--- src/rtl/nand_latch_driver_pkg.sv ---
// Shared types and defaults for the NAND S-R latch driver.
// NAND_LATCH_DRIVER_QFB_SYNC_EN stretches the guard so synchronized Q_FB has settled before the check.
package nand_latch_pkg;

  typedef enum logic [1:0] {
    IDLE  = 2'd0,
    PULSE = 2'd1,
    GUARD = 2'd2
  } state_t;

  localparam int PULSE_W_DEF = 4;
  localparam int GUARD_W_DEF = 2;
  localparam int SYNC_STAGES = 2;

  // Number of cycles spent in GUARD for a given guard width.
  function automatic int guard_len(input int gw);
`ifdef NAND_LATCH_DRIVER_QFB_SYNC_EN
    return gw + SYNC_STAGES;
`else
    return gw;
`endif
  endfunction

endpackage

--- src/rtl/nand_latch_driver_if.sv ---
// Command handshake and completion report of the latch driver.
// master issues commands and observes DONE/ERR; slave is the driver.
interface nand_latch_driver_if;
  logic CMD_VALID;
  logic CMD_SET;
  logic CMD_READY;
  logic DONE;
  logic ERR;

  modport master (output CMD_VALID, output CMD_SET, input CMD_READY, input DONE, input ERR);
  modport slave  (input CMD_VALID, input CMD_SET, output CMD_READY, output DONE, output ERR);
endinterface

--- src/rtl/nand_latch_driver_qfb_sync.sv ---
// Multi-flop synchronizer for the latch Q feedback; STAGES cycles of latency, no backpressure.
// Used only when NAND_LATCH_DRIVER_QFB_SYNC_EN is defined.
module qfb_sync
  import nand_latch_pkg::*;
#(
  parameter int STAGES = SYNC_STAGES
) (
  input  logic CLK,
  input  logic RSTn,
  input  logic d,
  output logic q
);

  logic [STAGES-1:0] ff;

  always_ff @(posedge CLK) begin
    if (!RSTn) begin
      ff <= '0;
    end else begin
      ff <= {ff[STAGES-2:0], d};
    end
  end

  assign q = ff[STAGES-1];

endmodule

--- src/rtl/nand_latch_driver.sv ---
// Drives one active-low Sn/Rn pulse per command, then a guard gap and a Q readback; DONE PULSE_W+guard+1 cycles after accept.
// CMD_READY only in IDLE (including the DONE cycle); optional Q_FB synchronizer via NAND_LATCH_DRIVER_QFB_SYNC_EN.
module nand_latch_driver
  import nand_latch_pkg::*;
#(
  parameter int PULSE_W = PULSE_W_DEF,
  parameter int GUARD_W = GUARD_W_DEF,
  parameter int CNT_W   = 8
) (
  input  logic                CLK,
  input  logic                RSTn,
  nand_latch_driver_if.slave  cmd,
  output logic                Sn,
  output logic                Rn,
  input  logic                Q_FB
);

  localparam int               GUARD_LEN = guard_len(GUARD_W);
  localparam logic [CNT_W-1:0] PULSE_LD  = CNT_W'(PULSE_W - 1);
  localparam logic [CNT_W-1:0] GUARD_LD  = CNT_W'(GUARD_LEN - 1);
  localparam logic [CNT_W-1:0] CNT_ONE   = CNT_W'(1);

  state_t           state_q, state_d;
  logic [CNT_W-1:0] cnt_q, cnt_d;
  logic             tgt_q, tgt_d;
  logic             sn_q, sn_d;
  logic             rn_q, rn_d;
  logic             rdy_q, rdy_d;
  logic             done_q, done_d;
  logic             err_q, err_d;
  logic             q_s;

`ifdef NAND_LATCH_DRIVER_QFB_SYNC_EN
  qfb_sync #(.STAGES(SYNC_STAGES)) u_qfb_sync (
    .CLK  (CLK),
    .RSTn (RSTn),
    .d    (Q_FB),
    .q    (q_s)
  );
`else
  assign q_s = Q_FB;
`endif

  always_comb begin
    state_d = state_q;
    cnt_d   = cnt_q;
    tgt_d   = tgt_q;
    done_d  = 1'b0;
    err_d   = 1'b0;
    case (state_q)
      IDLE: begin
        if (cmd.CMD_VALID && rdy_q) begin
          tgt_d   = cmd.CMD_SET;
          cnt_d   = PULSE_LD;
          state_d = PULSE;
        end
      end
      PULSE: begin
        if (cnt_q == '0) begin
          cnt_d   = GUARD_LD;
          state_d = GUARD;
        end else begin
          cnt_d = cnt_q - CNT_ONE;
        end
      end
      GUARD: begin
        if (cnt_q == '0) begin
          state_d = IDLE;
          done_d  = 1'b1;
          err_d   = (q_s != tgt_q);
        end else begin
          cnt_d = cnt_q - CNT_ONE;
        end
      end
      default: state_d = IDLE;
    endcase
    // Outputs are computed from the next state so they register in step with it.
    sn_d  = !((state_d == PULSE) &&  tgt_d);
    rn_d  = !((state_d == PULSE) && !tgt_d);
    rdy_d = (state_d == IDLE);
  end

  always_ff @(posedge CLK) begin
    if (!RSTn) begin
      state_q <= IDLE;
      cnt_q   <= '0;
      tgt_q   <= 1'b0;
      sn_q    <= 1'b1;
      rn_q    <= 1'b1;
      rdy_q   <= 1'b0;
      done_q  <= 1'b0;
      err_q   <= 1'b0;
    end else begin
      state_q <= state_d;
      cnt_q   <= cnt_d;
      tgt_q   <= tgt_d;
      sn_q    <= sn_d;
      rn_q    <= rn_d;
      rdy_q   <= rdy_d;
      done_q  <= done_d;
      err_q   <= err_d;
    end
  end

  assign Sn            = sn_q;
  assign Rn            = rn_q;
  assign cmd.CMD_READY = rdy_q;
  assign cmd.DONE      = done_q;
  assign cmd.ERR       = err_q;

endmodule

--- src/flat_wrapper.sv ---
// flat-port wrapper written by rule: the top's interface ports become plain ports
module nand_latch_driver_flat import nand_latch_pkg::*;
#(
  parameter int PULSE_W = PULSE_W_DEF,
  parameter int GUARD_W = GUARD_W_DEF,
  parameter int CNT_W   = 8
)
  (CLK, RSTn, Sn, Rn, Q_FB, cmd_CMD_VALID, cmd_CMD_SET, cmd_CMD_READY, cmd_DONE, cmd_ERR);
  nand_latch_driver_if cmd_i ();
  input  logic CLK;
  input  logic RSTn;
  output logic Sn;
  output logic Rn;
  input  logic Q_FB;
  input wire logic [$bits(cmd_i.CMD_VALID)-1:0] cmd_CMD_VALID;
  input wire logic [$bits(cmd_i.CMD_SET)-1:0] cmd_CMD_SET;
  output wire logic [$bits(cmd_i.CMD_READY)-1:0] cmd_CMD_READY;
  output wire logic [$bits(cmd_i.DONE)-1:0] cmd_DONE;
  output wire logic [$bits(cmd_i.ERR)-1:0] cmd_ERR;
  assign cmd_i.CMD_VALID = cmd_CMD_VALID;
  assign cmd_i.CMD_SET = cmd_CMD_SET;
  assign cmd_CMD_READY = cmd_i.CMD_READY;
  assign cmd_DONE = cmd_i.DONE;
  assign cmd_ERR = cmd_i.ERR;
  nand_latch_driver #(.PULSE_W(PULSE_W), .GUARD_W(GUARD_W), .CNT_W(CNT_W)) u_core (.CLK(CLK), .RSTn(RSTn), .cmd(cmd_i), .Sn(Sn), .Rn(Rn), .Q_FB(Q_FB));
endmodule
--- config.mk ---
export PLATFORM = sky130hd
export DESIGN_NAME = nand_latch_driver_flat
export DESIGN_NICKNAME = d
export VERILOG_FILES = /design/src/rtl/nand_latch_driver_pkg.sv /design/src/rtl/nand_latch_driver_if.sv /design/src/rtl/nand_latch_driver_qfb_sync.sv /design/src/rtl/nand_latch_driver.sv /design/src/flat_wrapper.sv
export SDC_FILE = /design/constraint.sdc
export NUM_CORES = 1
export LEC_CHECK = 0
export CELL_PAD_IN_SITES_DETAIL_PLACEMENT = 1
export CELL_PAD_IN_SITES_GLOBAL_PLACEMENT = 2
export CORE_ASPECT_RATIO = 2
export CORE_UTILIZATION = 30
export CTS_CLUSTER_SIZE = 24
export DETAILED_ROUTE_END_ITERATION = 10
export PLACE_DENSITY = 0.7
export SKIP_CTS_REPAIR_TIMING = 1
export SLEW_MARGIN = 20
export SYNTH_ARGS = -nofsm -noshare
export SYNTH_HDL_FRONTEND = slang
export SYNTH_HIERARCHICAL = 1
export SYNTH_SLANG_ARGS = --single-unit
--- constraint.sdc ---
create_clock -name CLK -period 3.2 [get_ports CLK]
set_input_delay 0.48 -clock CLK [delete_from_list [all_inputs] [get_ports CLK]]
set_output_delay 0.48 -clock CLK [all_outputs]
set_load 0.02 [all_outputs]
-- Word-level counts from Yosys, hierarchy flattened
Index checks and enable logic that the tools add are counted.
- flip-flop bits (word level): 16
- bits of input ports: 5
- output and inout port bits: 5
- word-level logic and storage cells: 39
- add/sub/neg operators: 1
- eq/ne operators: 6
- multiplexer cells: 11
- reduce and logical (&&, ||, !) cells: 13
- operators with widths (kind ; number):
    2-to-1 mux 8 bit ; 3
    one-hot mux 8 bit (3 select lines) ; 1
    zero test 8 bit ; 1
    subtractor 8 x 1 -> 8 bit, second input constant ; 1
    2-to-1 mux 2 bit ; 3
    one-hot mux 2 bit (3 select lines) ; 1
    AND reduction 3 bit ; 2
    equality test 2 x 1 -> 1 bit, second input constant ; 2
    zero test 2 bit ; 2
    logical AND 1 bit ; 3
    zero test 1 bit ; 3
    2-to-1 mux 1 bit ; 3
    nonzero test 3 bit ; 1
    equality test 2 bit, second input constant ; 1
    != test 2 x 1 -> 1 bit, second input constant ; 1
    != test 2 bit, second input constant ; 1
    AND reduction 2 bit ; 1
    != test 1 bit ; 1

-- Longest topological paths before layout
Gate-level depths: netlist (run 1).
- word-level depth: 6
- mapped depth: 7
- depth with buffers taken out: 6

-- Worst setup path after synthesis (run 1)
No wires, ideal clock.
- kind: register -> register
- start point: reg u_core.state_q[0]
- end point: reg u_core.cnt_q[6]
- library setup time: 0.070 ns
- arrival time: 1.787 ns
- required time: 3.130 ns
- slack: 1.343 ns
- stages on the path, launching flop included: 8
- buffers on the path: 1
- clock period less this slack: 1.857 ns
- cells stage by stage: dfxtp_1 > inv_1 > ha_1 > a21boi_0 > a311o_1 > buf_6 > or4_1 > a21oi_1
- longest elaborated chain between the ends: 3
- elaborated cells on any way between the ends: 8
- classes of those cells: eq/ne (4); mux (1); reduce/logical (3)
- ends and longest elaborated chain (what ; RTL line ; RTL):
    start: declaration ; nand_latch_driver.sv:23 ; state_t state_q, state_d;
    start signal: assignment ; nand_latch_driver.sv:94 ; state_q <= state_d;
    equality test 2 bit (tied with other cells) ; nand_latch_driver.sv:50 ; case (state_q)
    != test 2 bit (no source line) (tied with other cells) ; -- ;
    AND reduction 3 bit (no source line) ; -- ;
    end signal: assignment ; nand_latch_driver.sv:95 ; cnt_q <= cnt_d;
    end: declaration ; nand_latch_driver.sv:24 ; logic [CNT_W-1:0] cnt_q, cnt_d;
Several ways; a longest one is shown, not always the timed one.
A chain may end at the register's enable or synchronous reset.

-- Final worst setup path (run 1)
- start point: reg u_core.state_q[0]
- end point: reg u_core.cnt_q[7]
Same word-level chain as after synthesis.

==> summary.md, run 1 <==
* 2080 µm — total wire length
* 5.68 — Vias/cell
* 0% — async set-reset flop share out of synthesis
* 16 — Yosys reg bits
* 0 — number of antenna violations at the first check in global routing
* 1630 µm — sum of net half-perimeters after detailed placement
* 0.670 — Final GP Congestion
* 0.25 ns — clk_lat worst skew
* 13 — pin count of the biggest net entering global routing
* 6 — YS warnings
* 1200 nW/µm² — power per cell area
* 6 — Worst Reg-to-Reg Cells
* reg -> reg — path class of the lowest-slack min-delay path
* 101 — post-synth net total
* 66.7% — period utilisation layout
* u_core/cnt_q[7] — endpoint of the worst register-to-register path
* 3380 µm — global-route wire length before repair
* 75.9 µm — vertical die dimension
* 16 — clock sink total
* 0 — max-cap violations
* no — setup repair after global routing missed its margin
* 0 — final hold viol count
* 3.38 ns — Worst Path Required
* 10 — I/O pin count
* 9.09 µm² — Mapped Avg Cell Area
* flip-flop — critical path startpoint category
* 0 — Congestion Overflow GR
* 32 — count of unique library cells instantiated by Yosys
* 932 µm² — cell area reported after detailed placement
* u_core/state_q[0] — Reg-to-Reg Start
* 126 — number of placed instances with taps included
* 39.1% — sequential-to-total area share from yosys stat
* 0 — total of endpoints with negative setup slack in the final report
* finished clean — run status
* 9 — Iter 0 DRT Violations
* 5.88% — share of layout cells above drive strength 1
* 1.06 ns — Worst R2R Setup Slack
* 0 — EDFF count, synth
* sky130_fd_sc_hd__clkbuf_8 — root cell of the clock tree
* 738 — overall via count from detail_route
* 1180 µW — PnR Total Power
* sky130_fd_sc_hd__dfxtp_1 — most instantiated flip-flop cell in the synthesis netlist
* 60.7% — worst relative slew slack
* 818 µm² — mapped cell area
* 31.8% — Starting Density
* 16.7% — total routing usage reported by global routing
* 0 — final max-slew violation count
* 0 — post-detailed-route count of antenna-violating nets
* 0.575 ns — actual transition at the worst max-transition pin
* u_core/cnt_q[7] — Hold EP
* 2.32 ns — arrival time at the worst endpoint
* 4 — total iterations of the first detailed-routing run
* 2 — CTS Buffer Depth
* 0.00434 ns — worst clock skew
* 0 — DRC errors left
* u_core/cnt_q[7] — startpoint of the worst hold path
* built — CTS tree
* 130 — Final Instance Count excl. Fillers
* 3 — number of buffers added by the clock tree synthesis step
* 0.456 mV — worst-case vdd ir drop
* 468 MHz — fmax
* 0 ns — Fin Setup TNS
* 987 µm² — final standard cell area without fillers
* 12 — highest net fanout along the worst path
* 0.498 ns — smallest hold slack
* 2 — cell depth of the worst min-delay path
* 715 — vias in the first global route
* 90 — gate count of the mapped netlist
* 0 — n_diodes
* flip-flop — Worst Setup End Kind
* 2950 µm² — area of the die
* 9 — quantity of I/O buffers inserted on ports
* 16.0 µm — detailed-route wire length per cell
* 20.6% — relative area change from synthesis to final layout
* 0.000394 µW — Pleak
* 26 — Cell Rows
* reg -> reg — CP Class
* 38.9 µm — Horiz. Die Dim
* 2.14 ns — post-layout min period
* 0.07 ns — clock-pin transition on the worst setup and hold timing paths
* 114 — final layout net count
* 2570 µm² — total core area
* 1 — maximum level of the CTS H-tree
## cells in the mapped netlist (3+ instances only)
cell | n | area share, %
sky130_fd_sc_hd__or4_1 | 4 | 3.7
sky130_fd_sc_hd__nor2_1 | 5 | 2.3
sky130_fd_sc_hd__or3_1 | 5 | 3.8
sky130_fd_sc_hd__o31ai_1 | 3 | 2.8
sky130_fd_sc_hd__nand3_1 | 4 | 2.4
sky130_fd_sc_hd__o21ai_0 | 5 | 3.1
sky130_fd_sc_hd__ha_1 | 6 | 9.2
sky130_fd_sc_hd__inv_1 | 8 | 3.7
sky130_fd_sc_hd__dfxtp_1 | 16 | 39
sky130_fd_sc_hd__a21oi_1 | 7 | 4.3
## placed cells by master, fill, tap and decap left out, types with 2 or more instances in the layout
| cell | n |
|---|---|
| sky130_fd_sc_hd__dfxtp_1 | 16 |
| sky130_fd_sc_hd__clkdlybuf4s50_1 | 9 |
| sky130_fd_sc_hd__inv_1 | 8 |
| sky130_fd_sc_hd__a21oi_1 | 7 |
| sky130_fd_sc_hd__ha_1 | 6 |
| sky130_fd_sc_hd__nor2_1 | 5 |
| sky130_fd_sc_hd__or3_1 | 5 |
| sky130_fd_sc_hd__o21ai_0 | 5 |
| sky130_fd_sc_hd__clkbuf_8 | 4 |
| sky130_fd_sc_hd__or4_1 | 4 |
| sky130_fd_sc_hd__nand3_1 | 4 |
| sky130_fd_sc_hd__o31ai_1 | 3 |
| sky130_fd_sc_hd__nor3_1 | 2 |
| sky130_fd_sc_hd__a311o_1 | 2 |
| sky130_fd_sc_hd__o21ai_1 | 2 |
| sky130_fd_sc_hd__nand2_1 | 2 |
| sky130_fd_sc_hd__a31oi_1 | 2 |
## registers in the layout, summed over array words and instances (netlist names)
name	cells
u_core/state_q	2
u_core/cmd.DONE	1
u_core/Rn	1
u_core/cnt_q	8
u_core/Sn	1
u_core/cmd.ERR	1
u_core/tgt_q	1
u_core/cmd.CMD_READY	1
## per-stage QoR
| step | utilization [%] | setup WS, ns |
|---|---|---|
| 3_5_place_dp | 36.3 | 0.851 |
| 3_3_place_gp | 36.3 | 0.891 |
| 2_1_floorplan | - | 1.34 |
| 5_1_grt | 38.4 | 0.977 |
| 4_1_cts | 38.4 | 1.07 |
| 6_report | 38.4 | 1.06 |
## how the worst max path moves through the flow
stage,depth (start not counted),slack (ns),end,startpoint
4_1_cts,6,1.07,u_core/cnt_q[7],u_core/state_q[0]
3_5_place_dp,5,0.85,u_core/cnt_q[7],cmd_CMD_VALID
2_1_floorplan,7,1.34,u_core/cnt_q[6],u_core/state_q[0]
6_report,6,1.06,u_core/cnt_q[7],u_core/state_q[0]
3_3_place_gp,5,0.89,u_core/cnt_q[7],cmd_CMD_VALID
5_1_grt,6,0.98,u_core/cnt_q[7],u_core/state_q[0]
## where the power goes
group	total [µW]	leakage [µW]	internal, µW	switching (µW)
Combinational	649	0.000235	257	392
Sequential	352	0.000131	275	77.0
Clock	181	0.0000288	109	72.0
Total	1180	0.000394	641	541
## critical path, cell delays in order (launching register included)
cell	delay [ns]
sky130_fd_sc_hd__dfxtp_1	0.39
sky130_fd_sc_hd__inv_1	0.10
sky130_fd_sc_hd__ha_1	0.23
sky130_fd_sc_hd__a21boi_0	0.19
sky130_fd_sc_hd__a311o_1	0.46
sky130_fd_sc_hd__or4_1	0.55
sky130_fd_sc_hd__a21oi_1	0.15
## layer usage
| metal | up-vias | global-route usage, % | share of wire [%] |
|---|---|---|---|
| met5 | - | 0 | 0 |
| met4 | 0 | 9.20 | 1.2 |
| met3 | 2 | 2.62 | 2.3 |
| met2 | 13 | 31.1 | 58 |
| met1 | 355 | 16.4 | 39 |
| li1 | 368 | - | - |
## area by class of cell
| type | instances | area [µm²] |
|---|---|---|
| tap | 28 | 35.0 |
| clock buffer | 4 | 55.1 |
| inverter | 8 | 30.0 |
| timing repair buffer | 9 | 90.1 |
| sequential | 16 | 320 |
| fill | 328 | 1580 |
| multi-input combinational | 65 | 457 |
## cell families after synthesis
logic type | synth area share, %
buffers and inverters | 5.05
muxes | 1.22
AOI/OAI and AO/OA | 24.3
xor gates and xnor gates | 1.07
and+or+nand+nor | 20.0
adders and majority gates | 9.17
DFF | 39.1
(Power assumes the default switching activity.)
==> run 2, diff against run 1 <==
==> constraint.sdc (replaced) <==
create_clock -name CLK -period 2.03 [get_ports CLK]
set_input_delay 0.3045 -clock CLK [delete_from_list [all_inputs] [get_ports CLK]]
set_output_delay 0.3045 -clock CLK [all_outputs]
set_load 0.02 [all_outputs]
==> summary.md, run 2 (same netlist as run 1, synthesis figures left out) <==
* 29.1% — relative area change from synthesis to final layout
* 0.07 ns — clock-pin transition on the worst setup and hold timing paths
* 26 — Cell Rows
* 8 — highest net fanout along the worst path
* 0 — max-cap violations
* 12 — Iter 0 DRT Violations
* finished clean — run status
* u_core/cnt_q — register with the most flip-flops
* sky130_fd_sc_hd__dfxtp_1, sky130_fd_sc_hd__clkdlybuf4s50_1, sky130_fd_sc_hd__inv_1, sky130_fd_sc_hd__a21oi_1, sky130_fd_sc_hd__buf_4 — most used cells in the layout excluding fill and tap cells
* 10 — I/O pin count
* 0 — final hold viol count
* 75.9 µm — vertical die dimension
* 0.104 ns — worst setup slack after layout
* 1 — maximum level of the CTS H-tree
* 16.5% — share of layout cells above drive strength 1
* 0 — DRC errors left
* 2570 µm² — total core area
* 0 — final max-slew violation count
* u_core/cnt_q x8, u_core/state_q x2 — registers with the highest flip-flop counts
* 2.21 ns — Worst Path Required
* 1940 nW/µm² — power per cell area
* 5.51 — Vias/cell
* u_core/state_q[0] — Reg-to-Reg Start
* u_core/cnt_q[7] — Hold EP
* 0 — n_diodes
* u_core/cnt_q[7] — startpoint of the worst hold path
* 1130 µW — Int Power
* built — CTS tree
* 3550 µm — global-route wire length before repair
* 2.11 ns — arrival time at the worst endpoint
* 2 — CTS Buffer Depth
* 2040 µW — PnR Total Power
* 0.10 ns — Worst R2R Setup Slack
* 17.2% — total routing usage reported by global routing
* flip-flop — Worst Setup End Kind
* no — setup repair after global routing missed its margin
* 3 — number of buffers added by the clock tree synthesis step
* 0.000439 µW — Pleak
* 519 MHz — fmax
* u_core/cnt_q[7] — endpoint of the worst register-to-register path
* sky130_fd_sc_hd__dfxtp_1 — most common cell after layout, fill and taps aside
* 0 — number of antenna violations at the first check in global routing
* 0 — post-detailed-route count of antenna-violating nets
* 915 µW — NetSw
* 1060 µm² — final standard cell area without fillers
* 0 — Congestion Overflow GR
* 27.6% — sequential group share of total power
* 16 — clock sink total
* 0.879 mV — worst-case vdd ir drop
* 38.9 µm — Horiz. Die Dim
* 962 µm² — cell area reported after detailed placement
* 1680 µm — sum of net half-perimeters after detailed placement
* 94.9% — period utilisation layout
* 16.2 µm — detailed-route wire length per cell
* 755 — overall via count from detail_route
* 4 — total iterations of the first detailed-routing run
* sky130_fd_sc_hd__clkbuf_8 — root cell of the clock tree
* 2950 µm² — area of the die
* 31.8% — Starting Density
* 6 — Worst Reg-to-Reg Cells
* 62.2% — worst relative slew slack
* 58.3% — combinational share of power
* 0.25 ns — clk_lat worst skew
* reg -> reg — CP Class
* 10 — pin count of the biggest net entering global routing
* 794 — vias in the first global route
* 44.8% — net switching share of the total power
* 14.1% — part of the power in the clock network
* 9 — quantity of I/O buffers inserted on ports
* 0 — total of endpoints with negative setup slack in the final report
* 1.93 ns — post-layout min period
* 2220 µm — total wire length
* 0.00218 ns — worst clock skew
* flip-flop — critical path startpoint category
* 2 — cell depth of the worst min-delay path
* 0.722 — Final GP Congestion
* -0.0187 ns — worst setup slack after placement
* 121 — final layout net count
* 0.563 ns — actual transition at the worst max-transition pin
* 8 — max FFs per register
* reg -> reg — path class of the lowest-slack min-delay path
run 2: layout make-up:
cell class,count,area (µm²)
sequential,16,324
clock buffer,4,55.1
tap,28,35.0
multi-input combinational,65,469
fill,309,1510
timing repair buffer,16,143
inverter,8,30.0
run 2: power groups by stage:
stage | combinational (µW) | sequential, µW | clock, µW
2_1_floorplan | 761 | 554 | 0
3_3_place_gp | 1080 | 552 | 0
3_5_place_dp | 1090 | 560 | 0
4_1_cts | 1100 | 552 | 298
5_1_grt | 1320 | 582 | 309
6_report | 1190 | 565 | 288
run 2: metrics by stage:
| step | cells | util [%] | TNS [ns] | hold WS [ns] |
|---|---|---|---|---|
| floorplan | 90 | - | 0 | 0.443 |
| global placement | 130 | 37.4 | 0 | 0.482 |
| detailed placement | 130 | 37.4 | -0.0187 | 0.495 |
| CTS | 134 | 39.6 | -0.155 | 0.504 |
| global route | 137 | 41.1 | 0 | 0.548 |
| finish | 137 | 41.1 | 0 | 0.501 |
run 2: layer usage:
metal  vias up  global-route usage (%)  share of wire (%)
li1        378                       -                  -
met1       364                    17.7                 38
met2        11                    33.5                 59
met3         2                    1.75                2.1
met4         0                    5.75               0.72
met5         -                       0                  0
run 2: how the worst max path moves through the flow:
stage | from | endpoint | slack, ns | cells past startpoint
4_1_cts | u_core/state_q[0] | u_core/cnt_q[6] | -0.03 | 7
2_1_floorplan | u_core/state_q[0] | u_core/cnt_q[6] | 0.17 | 7
5_1_grt | u_core/state_q[0] | u_core/cnt_q[7] | 0.03 | 6
3_5_place_dp | cmd_CMD_VALID | u_core/cnt_q[7] | -0.02 | 5
3_3_place_gp | cmd_CMD_VALID | u_core/cnt_q[7] | 0.03 | 5
6_report | u_core/state_q[0] | u_core/cnt_q[7] | 0.10 | 6
run 2: critical path, stage by stage, from the launching register on:
cell and delay (ns):
sky130_fd_sc_hd__dfxtp_2 0.34, sky130_fd_sc_hd__inv_1 0.07, sky130_fd_sc_hd__ha_1 0.23, sky130_fd_sc_hd__a21boi_0 0.16, sky130_fd_sc_hd__a311o_2 0.40, sky130_fd_sc_hd__or4_1 0.52, sky130_fd_sc_hd__a21oi_1 0.14
==> run 3, diff against run 2 <==
--- a/config.mk
+++ b/config.mk
@@ -11,7 +11,8 @@
 export CORE_UTILIZATION = 30
 export CTS_CLUSTER_SIZE = 24
 export DETAILED_ROUTE_END_ITERATION = 10
-export PLACE_DENSITY = 0.7
+export DONT_BUFFER_PORTS = 1
+export PLACE_DENSITY = 0.65
 export SKIP_CTS_REPAIR_TIMING = 1
 export SLEW_MARGIN = 20
 export SYNTH_ARGS = -nofsm -noshare
==> constraint.sdc (replaced) <==
create_clock -name CLK -period 1.54 [get_ports CLK]
set_input_delay 0.231 -clock CLK [delete_from_list [all_inputs] [get_ports CLK]]
set_output_delay 0.231 -clock CLK [all_outputs]
set_load 0.02 [all_outputs]
==> summary.md, run 3 (same netlist as run 1, synthesis figures left out) <==
* 1.75 ns — post-layout min period
* setup timing — violations in the final reports
* complete, but fails checks — run status
* 0.373 ns — actual transition at the worst max-transition pin
* flip-flop — Worst Setup End Kind
* 31.8% — Starting Density
* u_core/state_q[0] — Reg-to-Reg Start
* 38.9 µm — Horiz. Die Dim
* 0.720 — Final GP Congestion
* 16.1% — met1 Usage GRT
* 0.07 ns — clock-pin transition on the worst setup and hold timing paths
* 5 — highest net fanout along the worst path
* 11 — total of endpoints with negative setup slack in the final report
* 2570 µm² — total core area
* 1.93 ns — arrival time at the worst endpoint
* 0.25 ns — clk_lat worst skew
* 75.9 µm — vertical die dimension
* 0 — n_diodes
* u_core/cnt_q[3] — endpoint of the worst register-to-register path
* built — CTS tree
* 3620 µm — global-route wire length before repair
* 133 — final layout net count
* 13 — pin count of the biggest net entering global routing
* 0.112 ns — smallest hold slack
* 0 — DRC errors left
* 47.9% — share of the core filled with cells in the final layout
* 1800 µm — sum of net half-perimeters after detailed placement
* 0 — final max-slew violation count
* -1.58 ns — Fin Setup TNS
* 0 — Congestion Overflow GR
* 3 — number of buffers added by the clock tree synthesis step
* -0.209 ns — worst setup slack after layout
* 26 — Iter 0 DRT Violations
* in -> reg — path class of the lowest-slack min-delay path
* met2 — most utilized layer in the global route result
* 10 — I/O pin count
* 114% — period utilisation layout
* reg -> reg — CP Class
* 2450 µm — total wire length
* yes — setup repair after global routing missed its margin
* 16.5 µm — detailed-route wire length per cell
* 807 — vias in the first global route
* 0 — post-detailed-route count of antenna-violating nets
* 1.75% — global-route track usage on met3
* 26 — Cell Rows
* 0 — number of antenna violations at the first check in global routing
* u_core/cnt_q[1] — Hold EP
* u_core/cnt_q x8, u_core/state_q x2 — registers with the highest flip-flop counts
* 572 MHz — fmax
* 0.00108 ns — worst clock skew
* 825 — overall via count from detail_route
* 2950 µm² — area of the die
* 0 — max-cap violations
* 1090 µm² — cell area reported after detailed placement
* 1230 µm² — final standard cell area without fillers
* 49.2% — share of layout cells above drive strength 1
* 4 — total iterations of the first detailed-routing run
* 74.9% — worst relative slew slack
* 0 — quantity of I/O buffers inserted on ports
* 1.72 ns — Worst Path Required
* u_core/cnt_q — register with the most flip-flops
* 8 — max FFs per register
* flip-flop — critical path startpoint category
* 18.1% — total routing usage reported by global routing
* sky130_fd_sc_hd__buf_4 — most common cell after layout, fill and taps aside
* 36.9% — met2 Resource Use GR
* -0.21 ns — Worst R2R Setup Slack
* 0 — final hold viol count
* 2 — CTS Buffer Depth
* RSTn — startpoint of the worst hold path
* 50.5% — relative area change from synthesis to final layout
* 7 — Worst Reg-to-Reg Cells
* 1 — maximum level of the CTS H-tree
* sky130_fd_sc_hd__clkbuf_8 — root cell of the clock tree
* sky130_fd_sc_hd__buf_4, sky130_fd_sc_hd__dfxtp_1, sky130_fd_sc_hd__nor2_1, sky130_fd_sc_hd__a21oi_2, sky130_fd_sc_hd__or3_1 — most used cells in the layout excluding fill and tap cells
* 2 — cell depth of the worst min-delay path
* 5.57 — Vias/cell
* 16 — clock sink total
run 3: cell types whose count changed in the layout (fill, tap and decap cells not counted), sizes merged:
cell	change
clkdlybuf4s50	-9
buf	+20
clkbuf	-1
a311o	+1
run 3: how the worst max path moves through the flow:
stage | startpoint | end | slack [ns] | depth (start not counted)
3_5_place_dp | u_core/state_q[0] | u_core/cnt_q[6] | -0.23 | 6
4_1_cts | u_core/state_q[0] | u_core/cnt_q[6] | -0.25 | 6
3_3_place_gp | u_core/state_q[0] | u_core/cnt_q[6] | -0.20 | 6
2_1_floorplan | u_core/state_q[0] | u_core/cnt_q[6] | -0.20 | 7
5_1_grt | u_core/cnt_q[1] | u_core/cnt_q[6] | -0.26 | 5
6_report | u_core/state_q[0] | u_core/cnt_q[3] | -0.21 | 7
run 3: per-stage QoR:
| step | setup WS, ns | std cells |
|---|---|---|
| after floorplan | -0.199 | 90 |
| after global placement | -0.199 | 142 |
| after detailed placement | -0.228 | 142 |
| after CTS | -0.253 | 145 |
| after global routing | -0.259 | 148 |
| final | -0.209 | 148 |
run 3: cell type report:
type | count | area [µm²]
tap | 28 | 35.0
inverter | 8 | 30.0
sequential | 16 | 325
multi-input combinational | 66 | 589
clock buffer | 3 | 41.3
fill | 305 | 1340
timing repair buffer | 27 | 210
run 3: routing by layer:
metal	vias up	share of wire, %	wire length, µm
li1	406	-	-
met1	406	36	878
met2	11	62	1510
met3	2	1.4	34
met4	0	1.0	25
met5	-	0	0
run 3: critical path, stage by stage, from the launching register on:
cell and delay, ns:
sky130_fd_sc_hd__dfxtp_2 0.34, sky130_fd_sc_hd__inv_2 0.06, sky130_fd_sc_hd__ha_4 0.16, sky130_fd_sc_hd__a21boi_4 0.14
sky130_fd_sc_hd__a311o_2 0.42, sky130_fd_sc_hd__buf_6 0.14, sky130_fd_sc_hd__or3_1 0.30, sky130_fd_sc_hd__a21oi_1 0.13
Power of run 3 is left out: the tool's default activity adds up to more than one toggle a clock period on the data nets, which glitch-free logic cannot reach.
